===== config.mk =====
export PLATFORM = sky130hd
export DESIGN_NAME = mem_sweep_ctrl
export DESIGN_NICKNAME = d
export VERILOG_FILES = /design/src/rtl/mem_sweep_pkg.sv /design/src/rtl/mem_sweep_ctrl.sv
export SDC_FILE = /design/constraint.sdc
export NUM_CORES = 1
export LEC_CHECK = 0
export ABC_AREA = 1
export CELL_PAD_IN_SITES_DETAIL_PLACEMENT = 2
export CELL_PAD_IN_SITES_GLOBAL_PLACEMENT = 2
export CORE_UTILIZATION = 31
export DETAILED_ROUTE_END_ITERATION = 8
export MAX_ROUTING_LAYER = met4
export PLACE_DENSITY = 0.95
export SLEW_MARGIN = 20
export SYNTH_ARGS = -nofsm -noshare
export SYNTH_HDL_FRONTEND = slang
export SYNTH_SLANG_ARGS = --single-unit

===== constraint.sdc =====
create_clock -name clk -period 4.3 [get_ports clk]
set_input_delay 0.645 -clock clk [delete_from_list [all_inputs] [get_ports clk]]
set_output_delay 0.645 -clock clk [all_outputs]
set_load 0.05 [all_outputs]

===== src/rtl/mem_sweep_pkg.sv =====
// Shared types and helpers for the block-RAM sweep controller.
package mem_sweep_pkg;

  typedef enum logic [1:0] {
    ST_IDLE,
    ST_READ,
    ST_FILL,
    ST_DRAIN
  } state_t;

  localparam logic [1:0] MODE_READBACK = 2'd0;
  localparam logic [1:0] MODE_FILL     = 2'd1;
  localparam logic [1:0] MODE_VERIFY   = 2'd2;

  // Rotate-left-by-one then XOR in the (zero-extended) data word.
  function automatic logic [31:0] csum_update(input logic [31:0] csum,
                                              input logic [31:0] word);
    return {csum[30:0], csum[31]} ^ word;
  endfunction

  // Fill/verify pattern; the caller truncates to the RAM word width.
  function automatic logic [31:0] pattern(input logic [31:0] seed,
                                          input logic [31:0] addr);
    return seed + addr;
  endfunction

endpackage


===== src/rtl/mem_sweep_ctrl.sv =====
// Sweep controller owning all ports of a write-every-cycle block RAM:
// fill with a pattern, checksum readback, or verify against the pattern.
module mem_sweep_ctrl
  import mem_sweep_pkg::*;
#(
  parameter int WID_MEM   = 18,
  parameter int DEPTH_MEM = 4096,
  parameter int ADDR_W    = 12
) (
  input  logic                clk,
  input  logic                reset,
  input  logic                start,
  input  logic [1:0]          mode,
  input  logic [WID_MEM-1:0]  seed,
  output logic                busy,
  output logic                done,
  output logic [31:0]         checksum,
  output logic [ADDR_W:0]     err_count,
  output logic [ADDR_W-1:0]   mem_raddr,
  output logic [ADDR_W-1:0]   mem_waddr,
  output logic [WID_MEM-1:0]  mem_din,
  input  logic [WID_MEM-1:0]  mem_dout
);

  localparam logic [ADDR_W-1:0] CNT_LAST = ADDR_W'(DEPTH_MEM - 1);

  state_t              state;
  logic [ADDR_W-1:0]   cnt;
  logic [ADDR_W-1:0]   raddr_d;
  logic [WID_MEM-1:0]  seed_q;
  logic [1:0]          mode_q;
  logic                valid;
  logic [WID_MEM-1:0]  fill_word;
  logic [WID_MEM-1:0]  expect_word;

  assign fill_word   = WID_MEM'(pattern(32'(seed_q), 32'(cnt)));
  assign expect_word = WID_MEM'(pattern(32'(seed_q), 32'(raddr_d)));

  // Read address of the previous cycle; pairs with mem_dout for write-back.
  always_ff @(posedge clk) begin
    raddr_d <= mem_raddr;
  end

  // Outside FILL every write restores the word just read, so contents never change.
  always_comb begin
    mem_waddr = raddr_d;
    mem_din   = mem_dout;
    if (state == ST_FILL) begin
      mem_waddr = cnt;
      mem_din   = fill_word;
    end
  end

  // Sweep FSM with registered outputs plus checksum/mismatch accumulation.
  always_ff @(posedge clk) begin
    if (reset) begin
      state     <= ST_IDLE;
      cnt       <= '0;
      busy      <= 1'b0;
      done      <= 1'b0;
      checksum  <= '0;
      err_count <= '0;
      mem_raddr <= '0;
      valid     <= 1'b0;
    end else begin
      done  <= 1'b0;
      valid <= (state == ST_READ);

      if (valid) begin
        checksum <= csum_update(checksum, 32'(mem_dout));
        if (mode_q == MODE_VERIFY && mem_dout != expect_word) begin
          err_count <= err_count + (ADDR_W+1)'(1);
        end
      end

      case (state)
        ST_IDLE: begin
          mem_raddr <= '0;
          if (start) begin
            seed_q    <= seed;
            mode_q    <= mode;
            checksum  <= '0;
            err_count <= '0;
            cnt       <= '0;
            busy      <= 1'b1;
            state     <= (mode == MODE_FILL) ? ST_FILL : ST_READ;
          end
        end

        ST_READ: begin
          cnt <= cnt + ADDR_W'(1);
          if (cnt == CNT_LAST) begin
            mem_raddr <= '0;
            state     <= ST_DRAIN;
          end else begin
            mem_raddr <= cnt + ADDR_W'(1);
          end
        end

        ST_DRAIN: begin
          mem_raddr <= '0;
          busy      <= 1'b0;
          done      <= 1'b1;
          state     <= ST_IDLE;
        end

        ST_FILL: begin
          mem_raddr <= '0;
          cnt       <= cnt + ADDR_W'(1);
          if (cnt == CNT_LAST) begin
            busy  <= 1'b0;
            done  <= 1'b1;
            state <= ST_IDLE;
          end
        end

        default: state <= ST_IDLE;
      endcase
    end
  end

endmodule


# ---- Word level (Yosys, flattened, before mapping)
# Cells that the tools add are included.
dict set report totals {
  register_bits 106
}
dict set report classes {
  bitwise_logic 2
  mux 23
  add_sub_neg 4
  n_reduce_logical 10
  eq_ne 10
}
# op count
set ops {}
lappend ops {{$mux 32} 3}
lappend ops {{$mux 13} 4}
lappend ops {{$pmux 12 s2} 2}
lappend ops {{$add 18x12->18} 2}
lappend ops {{$mux 12} 3}
lappend ops {{$xor 32x18->32} 1}
lappend ops {{$mux 18} 1}
lappend ops {{$ne 18x18->1} 1}
lappend ops {{$add 13x1->13 const B} 1}
lappend ops {{$add 12x1->12 const B} 1}
lappend ops {{$eq 12x12->1 const B} 1}
lappend ops {{$reduce_and 3->1} 3}
lappend ops {{$mux 2} 4}
lappend ops {{$pmux 2 s4} 1}
lappend ops {{$eq 2x2->1 const B} 3}
lappend ops {{$eq 2x1->1 const B} 2}
lappend ops {{$ne 2x1->1 const B} 2}
lappend ops {{$mux 1} 3}
lappend ops {{$pmux 1 s3} 1}
lappend ops {{$reduce_bool 3->1} 1}
lappend ops {{$reduce_or 3->1} 1}
lappend ops {{$logic_not 2->1} 1}
lappend ops {{$ne 2x2->1 const B} 1}
lappend ops {{$pmux 1 s2} 1}
lappend ops {{other kinds (5)} 5}

# ---- Longest topological paths before layout
dict set report logic_depth {
  ltp_word 7
  mapped_depth 19
}

# ---- Worst setup path after synthesis
# No wires, ideal clock.
dict set report synth_path {
  path_kind {register to output}
  from {register cnt[0]}
  to {output port mem_din[14]}
  stages_incl_launch_ff 12
  arrival_time_ns 3.061
  path_slack_ns 0.594
  n_path_buf 0
  cell_sequence {dfxtp_1 -> ha_1 -> inv_1 -> fa_1 -> o21ai_1 -> nand4_1 -> nand2_1 -> a21boi_0 -> o21ai_1 -> nand3_1 -> xor2_1 -> o21ai_0}
}
dict set report synth_between {
  elab_chain_cells 2
}
# element line
set synth_lines {}
lappend synth_lines {{from (decl)} mem_sweep_ctrl.sv:28} ;# logic [ADDR_W-1:0] cnt;
lappend synth_lines {{from (signal assigned)} mem_sweep_ctrl.sv:91} ;# cnt <= cnt + ADDR_W'(1);
lappend synth_lines {{from (signal assigned)} mem_sweep_ctrl.sv:109} ;# cnt <= cnt + ADDR_W'(1);
lappend synth_lines {{$add 18x12->18} mem_sweep_pkg.sv:24} ;# return seed + addr;
lappend synth_lines {{$mux 18} mem_sweep_ctrl.sv:48} ;# if (state == ST_FILL) begin
lappend synth_lines {{to (decl)} mem_sweep_ctrl.sv:21} ;# output logic [WID_MEM-1:0] mem_din,
# Every way passes these cells.

# ---- Worst setup path in the final report
dict set report layout_path {
  from {register cnt[2]}
  to {output port mem_din[7]}
}
# The elaborated chain is that of the path after synthesis.

==> impl_metrics.env <==
export IMPL_gp_congestion=0.839
export IMPL_via_count=6597
export IMPL_synthToLayoutAreaGrowth_pct=29.9
export IMPL_core_area_mm2=0.0202
export IMPL_hold_start="mem_raddr[11]"
export IMPL_clkTransAtPathRegs_ns=0.09
export IMPL_synth_edff_count=20
export IMPL_grt_pass1_wl_mm=45.1
export IMPL_post_cts_buffers=0
export IMPL_ys_top_cells_by_area="dfxtp_1 27%, nand2_1 15%, edfxtp_1 9.4%"
export IMPL_ir_worst_vdd_v=0.000223
export IMPL_rows=52
export IMPL_syn_nets=972
export IMPL_hold_viol=0
export IMPL_cts_inserted_buffers=9
export IMPL_synth_largest_area_cell="dfxtp_1"
export IMPL_wirelength_mm=28.7
export IMPL_dp_hpwl_mm=20.9
export IMPL_worstSetupPathType="reg2out"
export IMPL_drc_errors=0
export IMPL_numClockSinks=106
export IMPL_drtIter0Drc=265
export IMPL_cts_htree_levels=3
export IMPL_grt_setup_unrepaired="no"
export IMPL_synth_area_mm2=0.00636
export IMPL_hp_class="reg2reg"
export IMPL_end_kind="primary output"
export IMPL_clkPwrFrac_pct=25.2
export IMPL_p_per_area_mw_per_mm2=448
export IMPL_run_status="complete, but fails checks"
export IMPL_sw_frac_of_total_pct=45.2
export IMPL_worstPathArrival_ns=3.66
export IMPL_grt_max_degree=53
export IMPL_worstMarginPinSlew_ns=0.919
export IMPL_crit_path_start="cnt[2]"
export IMPL_comb_power_share_pct=42.7
export IMPL_synth_flop_cell="dfxtp_1"
export IMPL_yosysSeqAreaShare_pct=36.5
export IMPL_power_mw=3.70
export IMPL_fmax_mhz=232
export IMPL_yosysTopAreaCellShare_pct=27.0
export IMPL_clk_latency_ns=0.38
export IMPL_required_ns=3.65
export IMPL_worst_path_max_fanout=6
export IMPL_overflow=0
export IMPL_timing_rr_start="seed_q[0]"
export IMPL_diodes=0
export IMPL_start_util_pct=31.6
export IMPL_syn_inst=897
export IMPL_slew_headroom_pct=38.2
export IMPL_vias_per_cell=5.09
export IMPL_synthArstFlopShare_pct=0
export IMPL_report_final_setup_viol=1
export IMPL_design_area_mm2=0.00827
export IMPL_drive_gt1_share_pct=5.94
export IMPL_yosysUniqueCellTypes=44
export IMPL_antenna_found_initial=0
export IMPL_violations="setup timing"
export IMPL_finalCritPeriodShare_pct=100
export IMPL_cts_hold_buffers=0
export IMPL_fin_hold_ws_ns=0.356
export IMPL_synth_warning_count=0
export IMPL_io_pins=130
export IMPL_internal_power_mw=2.03
export IMPL_clock_skew_ns=0.0121
export IMPL_crit_path_start_kind="register"
export IMPL_dpl_cell_area_mm2=0.00795
export IMPL_cts_max_path_buffers=2
export IMPL_drv_slew=0
export IMPL_cts_root_buf="clkbuf_16"
export IMPL_ant_nets=0
export IMPL_leakage_nw=3.57
export IMPL_synth_seq_cells=106
export IMPL_final_common_cell="nand2_1"
export IMPL_cts_tree="built"
export IMPL_mostFrequentLayoutCells="261 x nand2_1, 140 x inv_1, 121 x clkdlybuf4s50_1"
export IMPL_dieArea_mm2=0.0211
export IMPL_min_period_ns=4.30
export IMPL_maxCapViolations=0
export IMPL_first_pass_iters=4
export IMPL_grt_pass1_vias=7570
export IMPL_grtUsageTotal_pct=28.9
export IMPL_die_h_um=145
export IMPL_worst_slack_ns=-0.00494
export IMPL_p_switching_mw=1.67
export IMPL_wl_per_cell_um=22.1
export IMPL_die_w_um=145
export IMPL_nets=1097
export IMPL_synth_avg_cell_area_um2=7.10
export IMPL_io_buffers=129
export IMPL_p_seq_share_pct=32.2
[sequential cells by signal, indices dropped and copies added (netlist names)]
register,count
err_count,13
done,1
cnt,12
state,2
mode_q,2
checksum,32
seed_q,18
raddr_d,12
busy,1
mem_raddr,12
valid,1
[stage by stage]
step           instances  setup TNS, ns  worst slack [ns]  utilization, %
5_1_grt             1297              0           0.00404            41.0
4_1_cts             1297              0            0.0319            41.0
2_1_floorplan        897              0             0.594               -
6_report            1297       -0.00494          -0.00494            41.0
3_3_place_gp        1281              0             0.519            39.4
3_5_place_dp        1281              0             0.303            39.4
[routing by layer]
metal,GRT usage [%],share of wire (%)
met5,-,0
met3,4.31,3.6
met1,33.6,42
met2,49.2,50
met4,13.4,4.1
[power by group through the flow]
stage	clock [mW]	sequential, mW	combinational [mW]
final	0.932	1.19	1.58
after global routing	0.971	1.20	1.69
after CTS	0.941	1.19	1.59
after detailed placement	0	1.21	1.56
after global placement	0	1.20	1.48
after floorplan	0	1.30	0.893
[path summary, 6_finish.rpt]
kind	to	slack, ns	depth (start not counted)
setup / recovery	mem_din[7]	-0.005	10
hold / removal	raddr_d[11]	0.36	0
setup reg to reg	err_count[0]	1.38	14
hold reg to reg	raddr_d[11]	0.36	0
[logic make-up (layout without fill, tap and decap cells)]
logic type	Yosys count	in the layout	synth area share, %
buffers and inverters	166	296	9.99
and+or+nand+nor	420	420	28.5
adders and majority gates	34	34	6.92
DFF	106	106	36.5
xor gates and xnor gates	56	56	7.71
AOI/OAI and AO/OA	115	115	10.4
[layout make-up]
type,instances,area [µm²]
clock buffers,12,279
clock inverters,4,37.5
fillers,2383,11900
inverters,144,541
multi-input cells,625,3420
flip-flops and latches,106,2320
well taps,270,338
repair buffers,136,1330
[synth_stat cells (all sizes together) (2+ instances only)]
library cell  number
nand2            271
inv              143
dfxtp             86
nor2              72
a21oi             47
nand3             41
o21ai             37
ha                32
xor2              30
xnor2             26
edfxtp            20
o211ai            18
clkbuf            16
nand4             16
nor3               9
buf                6
nand3b             5
and2               3
o21bai             3
a221oi             2
fa                 2
or2                2
[critical path: stages, from the launching register on]
cell,delay [ns]
dfxtp_1,0.52
ha_1,0.37
a21oi_1,0.20
nand2_1,0.12
a21oi_1,0.29
or2_2,0.19
nor2_1,0.04
nor2_1,0.11
xor2_1,0.10
o21ai_0,0.44
clkdlybuf4s50_1,0.90
[repair_timing]
action,CTS,global route
gates resized for setup,5,6
setup endpoints to repair,5,5
endpoints found under the hold margin,0,0
No activity file was read; power rests on OpenSTA's default activity.
==> RTL change 1, RTL diff (config.mk and constraints unchanged) <==
Change the parameter `WID_MEM` from 18 to 36.
--- a/src/rtl/mem_sweep_ctrl.sv
+++ b/src/rtl/mem_sweep_ctrl.sv
@@ -5,3 +5,3 @@
 #(
-  parameter int WID_MEM   = 18,
+  parameter int WID_MEM   = 36,
   parameter int DEPTH_MEM = 4096,
Interface: changed (resized mem_din, mem_dout and seed); port bits go from 130 to 184. The function was not compared with the original's and may differ.
==> RTL change 1 against the original RTL <==
  * Clock power rose by 58%
  * First-iteration DRC count rose by 69%
  * Clock skew rose by 3.6 ps
  * Global-route usage rose by 0.63 points
  * Setup slack improved by 66 ps
  * Maximum frequency rose by 1.5%
  * Routed wire length rose by 34%
  * Core utilization rose by 2.6 points
  * Sequential cell count rose by 14
  * Area after synthesis rose by 26%
  * Final area rose by 34%
  * Power rose by 46%
  * Sequential share of layout area fell by 3.3 points
  * Critical path type unchanged
  * Critical endpoint is now mem_din[18]
  * Largest power group unchanged
==> RTL change 1: results (changes against the original RTL) <==
stage,metric,value,unit,change
clocking,TritonCTS Buffers,17,,+8
power,comb pwr,0.00249,W,+58%
setup_path,Critical Path Sink,mem_din[18],,
placement,DP HPWL,28.38,mm,+36%
placement,placed cell count,1641,,+28%
hold_path,Hold Startpoint,mem_raddr[1],,
clocking,Clock Latency Late Sink,440,ps,+60 ps
setup_path,crit path DAT,3590,ps,-70 ps
clocking,clock-pin slew on the worst setup and hold paths,70,ps,-20 ps
power,leakage,4.838,nW,+36%
route,final wirelength,38.55,mm,+34%
route,Iter 0 DRT Violations,448,,+69%
placement,routability cong.,0.8881,,+5.9%
placement,PortBufs,179,,+39%
grt,initial antenna violation count,1,,+1
route,routed length on met1,15.62,mm,+30%
setup_path,Reg2Reg Setup Slack,700,ps,-680 ps
yosys,post-synthesis xor/xnor area fraction,9.703,%,+2.0 points
yosys,Post-Syn Nets,1263,,+30%
grt,first-pass GRT wire length,57.52,mm,+27%
placement,dpl cell area,10390,sq um,+31%
setup_path,CP startpoint,seed_q[0],,
yosys,"top cells by area, synth","dfxtp_1 (21%), nand2_1 (16%), edfxtp_1 (13%), inv_1 (8.0%), xnor2_1 (5.1%)",,
power,NetSw,0.002482,W,+48%
yosys,post-synthesis cell type count,45,,+2.3%
finish,biggest regs,"checksum: 32 flops, seed_q: 32 flops, err_count: 13 flops",,
setup_path,reg2reg path depth,18,,+4
timing,worst-margin pin slew,858.0,ps,-61.05 ps
route,Via density,5.306,,+4.3%
finish,fraction of layout cells with a size suffix above 1,9.435,%,+3.5 points
setup_path,crit path max fanout,5,,-1
timing,Final Skew,15.71,ps,+3.601 ps
outcome,run status,"complete, no violations",,
timing,WHS,354.4,ps,-2.037 ps
finish,fin cells,1677,,+29%
timing,period utilization,98.59,%,-1.5 points
power,Flop+latch power,0.00145,W,+22%
route,met2 WL post-DR,19.91,mm,+37%
placement,Setup WS pre-CTS,4.891,ps,-297.8 ps
power,Power Density,489.4,nW/um^2,+9.2%
grt,met3 Use GR,3.998,%,-0.31 points
yosys,sequential area share after synthesis,34.14,%,-2.3 points
grt,number of global-route vias before repair,10060,,+33%
yosys,complex-gate fraction of the synthesized area,9.936,%,-0.44 points
hold_path,worst hold endpoint,raddr_d[1],,
## RTL change 1: changes by cell type after synthesis, moves of 14 or more
cell      before  now
nor2_1        64   97
o21ai_0       30   44
nand3_1       36   57
xnor2_1       26   47
nand2_1      261  333
o211ai_1      18   33
edfxtp_1      20   34
inv_1        140  171
## RTL change 1: worst max-delay path: stages (launching register included)
cell	delay [ps]
edfxtp_1	390
ha_1	200
inv_1	60
fa_1	380
inv_1	120
nand3_1	90
nand2_1	110
nand2_1	120
nand2_1	100
a21o_1	190
nand3_1	100
o211ai_1	300
nand2_1	190
xor2_1	210
o21ai_0	410
buf_12	200
## RTL change 1: final cells by class
type	instances	area, sq um
timing repair buffer	192	2087
clock buffer	19	442.9
sequential	120	2745
antenna	1	2.502
multi-input combinational	826	4563
inverter	176	660.6
clock inverter	13	132.6
tap	330	412.9
fill	2844	14280
## RTL change 1: repair_timing
action                                  4_1_cts  5_1_grt
gates resized for setup                      13       11
pin swaps                                     0        2
endpoints found under the setup margin        9       13
buffers inserted                              0        3
==> RTL change 2, RTL diff (same settings) <==
Made on the original files. Register the inputs `start`, `mode`, `seed` and `mem_dout` before use, without a reset. The logic sees them one clock later. Comments in the files are not updated.
--- a/src/rtl/mem_sweep_ctrl.sv
+++ b/src/rtl/mem_sweep_ctrl.sv
@@ -26,2 +26,14 @@
 
+  logic start_q;
+  logic [1:0] mode_r;
+  logic [WID_MEM-1:0] seed_r;
+  logic [WID_MEM-1:0] mem_dout_q;
+
+  always_ff @(posedge clk) begin
+    start_q    <= start;
+    mode_r     <= mode;
+    seed_r     <= seed;
+    mem_dout_q <= mem_dout;
+  end
+
   state_t              state;
@@ -46,3 +58,3 @@
     mem_waddr = raddr_d;
-    mem_din   = mem_dout;
+    mem_din   = mem_dout_q;
     if (state == ST_FILL) begin
@@ -69,4 +81,4 @@
       if (valid) begin
-        checksum <= csum_update(checksum, 32'(mem_dout));
-        if (mode_q == MODE_VERIFY && mem_dout != expect_word) begin
+        checksum <= csum_update(checksum, 32'(mem_dout_q));
+        if (mode_q == MODE_VERIFY && mem_dout_q != expect_word) begin
           err_count <= err_count + (ADDR_W+1)'(1);
@@ -78,5 +90,5 @@
           mem_raddr <= '0;
-          if (start) begin
-            seed_q    <= seed;
-            mode_q    <= mode;
+          if (start_q) begin
+            seed_q    <= seed_r;
+            mode_q    <= mode_r;
             checksum  <= '0;
@@ -85,3 +97,3 @@
             busy      <= 1'b1;
-            state     <= (mode == MODE_FILL) ? ST_FILL : ST_READ;
+            state     <= (mode_r == MODE_FILL) ? ST_FILL : ST_READ;
           end
Function: changed (Yosys sat finds a counterexample within 4 cycles, from zero or initial values and one cycle with reset high).
==> RTL change 2 against the original RTL <==
  * Routed wire length fell by 2.3%
  * Critical path depth rose by 1
  * Clock skew rose by 0.63 ps
  * Final area rose by 11%
  * Hold slack got worse by 2.6 ps
  * Count of clock-buffer cells in the layout rose by 6
  * Die area rose by 11%
  * Area after synthesis rose by 11%
  * Sequential cell count rose by 39
  * Maximum frequency rose by 5.2%
  * Setup slack improved by 210 ps
  * Power rose by 22%
  * Final cell count rose by 2.3%
  * Critical path type unchanged
  * Non-clock buffer count fell by 1
==> RTL change 2: results (changes against the original RTL) <==
stage,metric,value,unit,change
outcome,run status,"complete, no violations",,
placement,DP HPWL,20.28,mm,-2.9%
yosys,"EDFF count, synth",20,,unchanged
finish,Biggest register,checksum,,
route,final wirelength,28.04,mm,-2.3%
clocking,Clock Latency Late Sink,450,ps,+70 ps
yosys,post-synthesis cell count,905,,+0.89%
clocking,depth of the CTS H-tree,4,,+1
grt,GRT Util Overall,25.34,%,-3.6 points
setup_path,crit path max fanout,6,,unchanged
clocking,CTS Buffer Depth,2,,unchanged
route,Iter 0 DRT Violations,344,,+30%
clocking,Setup Buffers After CTS,0,,unchanged
yosys,"Async S/R FF share, synth",0,%,unchanged
finish,layout overhead on the synthesized area,29.83,%,about the same
timing,Final Skew,12.74,ps,+0.6288 ps
yosys,sequential area share after synthesis,43.83,%,+7.3 points
setup_path,crit path DAT,3450,ps,-210 ps
hold_path,Hold WC Path Type,flip-flop to flip-flop,,
clocking,TritonCTS Buffers,17,,+8
clocking,post-cts sizing count,0,,-5
finish,max FFs per register,32,,unchanged
finish,antenna cell count,0,,unchanged
setup_path,CP max-delay cell,clkdlybuf4s50_1,,
route,Pre-antenna DRT Iters,4,,unchanged
yosys,most common cell in the netlist,nand2_1,,
yosys,post-synthesis cell type count,42,,-4.5%
grt,number of global-route vias before repair,7615,,+0.59%
power,VDD IR-drop max,0.0002547,V,+14%
timing,Slew HR,24.62,%,-14 points
grt,gr ovfl total,0,,unchanged
setup_path,crit-path max cell delay,880,ps,-20 ps
placement,routability cong.,0.8271,,-1.4%
clocking,clock-pin slew on the worst setup and hold paths,70,ps,-20 ps
route,Via density,5.055,,-0.62%
grt,pin count of the biggest net entering global routing,58,,+9.4%
finish,final net count,1109,,+1.1%
yosys,Synth warnings,0,,unchanged
power,leakage,4.035,nW,+13%
grt,initial antenna violation count,0,,unchanged
yosys,Post-Syn Nets,980,,+0.82%
finish,fraction of layout cells with a size suffix above 1,9.647,%,+3.7 points
timing,setup tns final,0,ps,+4.937 ps
clocking,CTS root buf,clkbuf_16,,
finish,fin cells,1327,,+2.3%
yosys,"top cells by area, synth","dfxtp_1 (35%), nand2_1 (13%), edfxtp_1 (8.5%), inv_1 (6.4%), ha_1 (5.7%)",,
yosys,Post-synth top cells,"nand2_1 (238), dfxtp_1 (125), inv_1 (120)",,
grt,first-pass GRT wire length,43.79,mm,-3.0%
placement,PortBufs,129,,unchanged
RTL change 2: final timing paths:
| kind | start | to | slack [ps] | depth (start not counted) |
|---|---|---|---|---|
| hold reg to reg | mem_raddr[2] | raddr_d[2] | 350 | 0 |
| hold / removal | mem_raddr[2] | raddr_d[2] | 350 | 0 |
| setup / recovery | cnt[0] | mem_din[12] | 210 | 11 |
| setup reg to reg | seed_q[0] | err_count[7] | 1100 | 15 |
RTL change 2: worst max-delay path: cells and delay by family, from the launching register on:
kind	cells	cell delay, ps
simple gates	4	440
buf+inv	3	1050
flops	1	460
fa+ha+maj	2	580
compound gates	2	450
RTL change 2: power by group:
group / switching (W) / total [W] / leakage [nW] / internal, W
registers: 0.000100 / 0.00158 / 1.21 / 0.00148
logic: 0.00100 / 0.00141 / 2.54 / 0.000403
clock network: 0.000735 / 0.00153 / 0.290 / 0.000796
RTL change 2: cell families after synthesis:
| logic type | count (synthesis) | synth area share [%] |
|---|---|---|
| AND/OR/NAND/NOR | 398 | 24.83 |
| buffers and inverters | 151 | 8.254 |
| flip-flops | 145 | 43.83 |
| AO/OA/AOI/OAI | 118 | 9.562 |
| XOR/XNOR | 59 | 7.299 |
| adder cells (fa/ha/maj) | 34 | 6.221 |
RTL change 2: area by class of cell:
| type | instances | area (sq um) |
|---|---|---|
| Inverter | 126 | 473.0 |
| Sequential cell | 145 | 3104 |
| Timing Repair Buffer | 135 | 1281 |
| Tap cell | 280 | 350.3 |
| Fill cell | 2493 | 12900 |
| Clock buffer | 18 | 439.2 |
| Multi-Input combinational cell | 609 | 3392 |
| Clock inverter | 14 | 151.4 |
RTL change 2: metrics by stage:
step	total power (W)	cell area (sq um)	setup slack, ps	util [%]
floorplan	0.002502	7079	684.0	-
global route	0.004705	9191	62.36	41.60
CTS	0.004553	9189	92.88	41.59
global placement	0.002917	8598	871.8	38.92
finish	0.004517	9191	208.7	41.60
detailed placement	0.002997	8598	734.3	38.92
RTL change 2: metal layers:
metal / track usage (%) / wire, um / vias to the layer above
met3: 2.949 / 946 / 50
met4: 10.92 / 810 / 0
li1: - / - / 3141
met1: 28.96 / 11890 / 3341
met5: - / 0 / -
met2: 44.55 / 14390 / 176
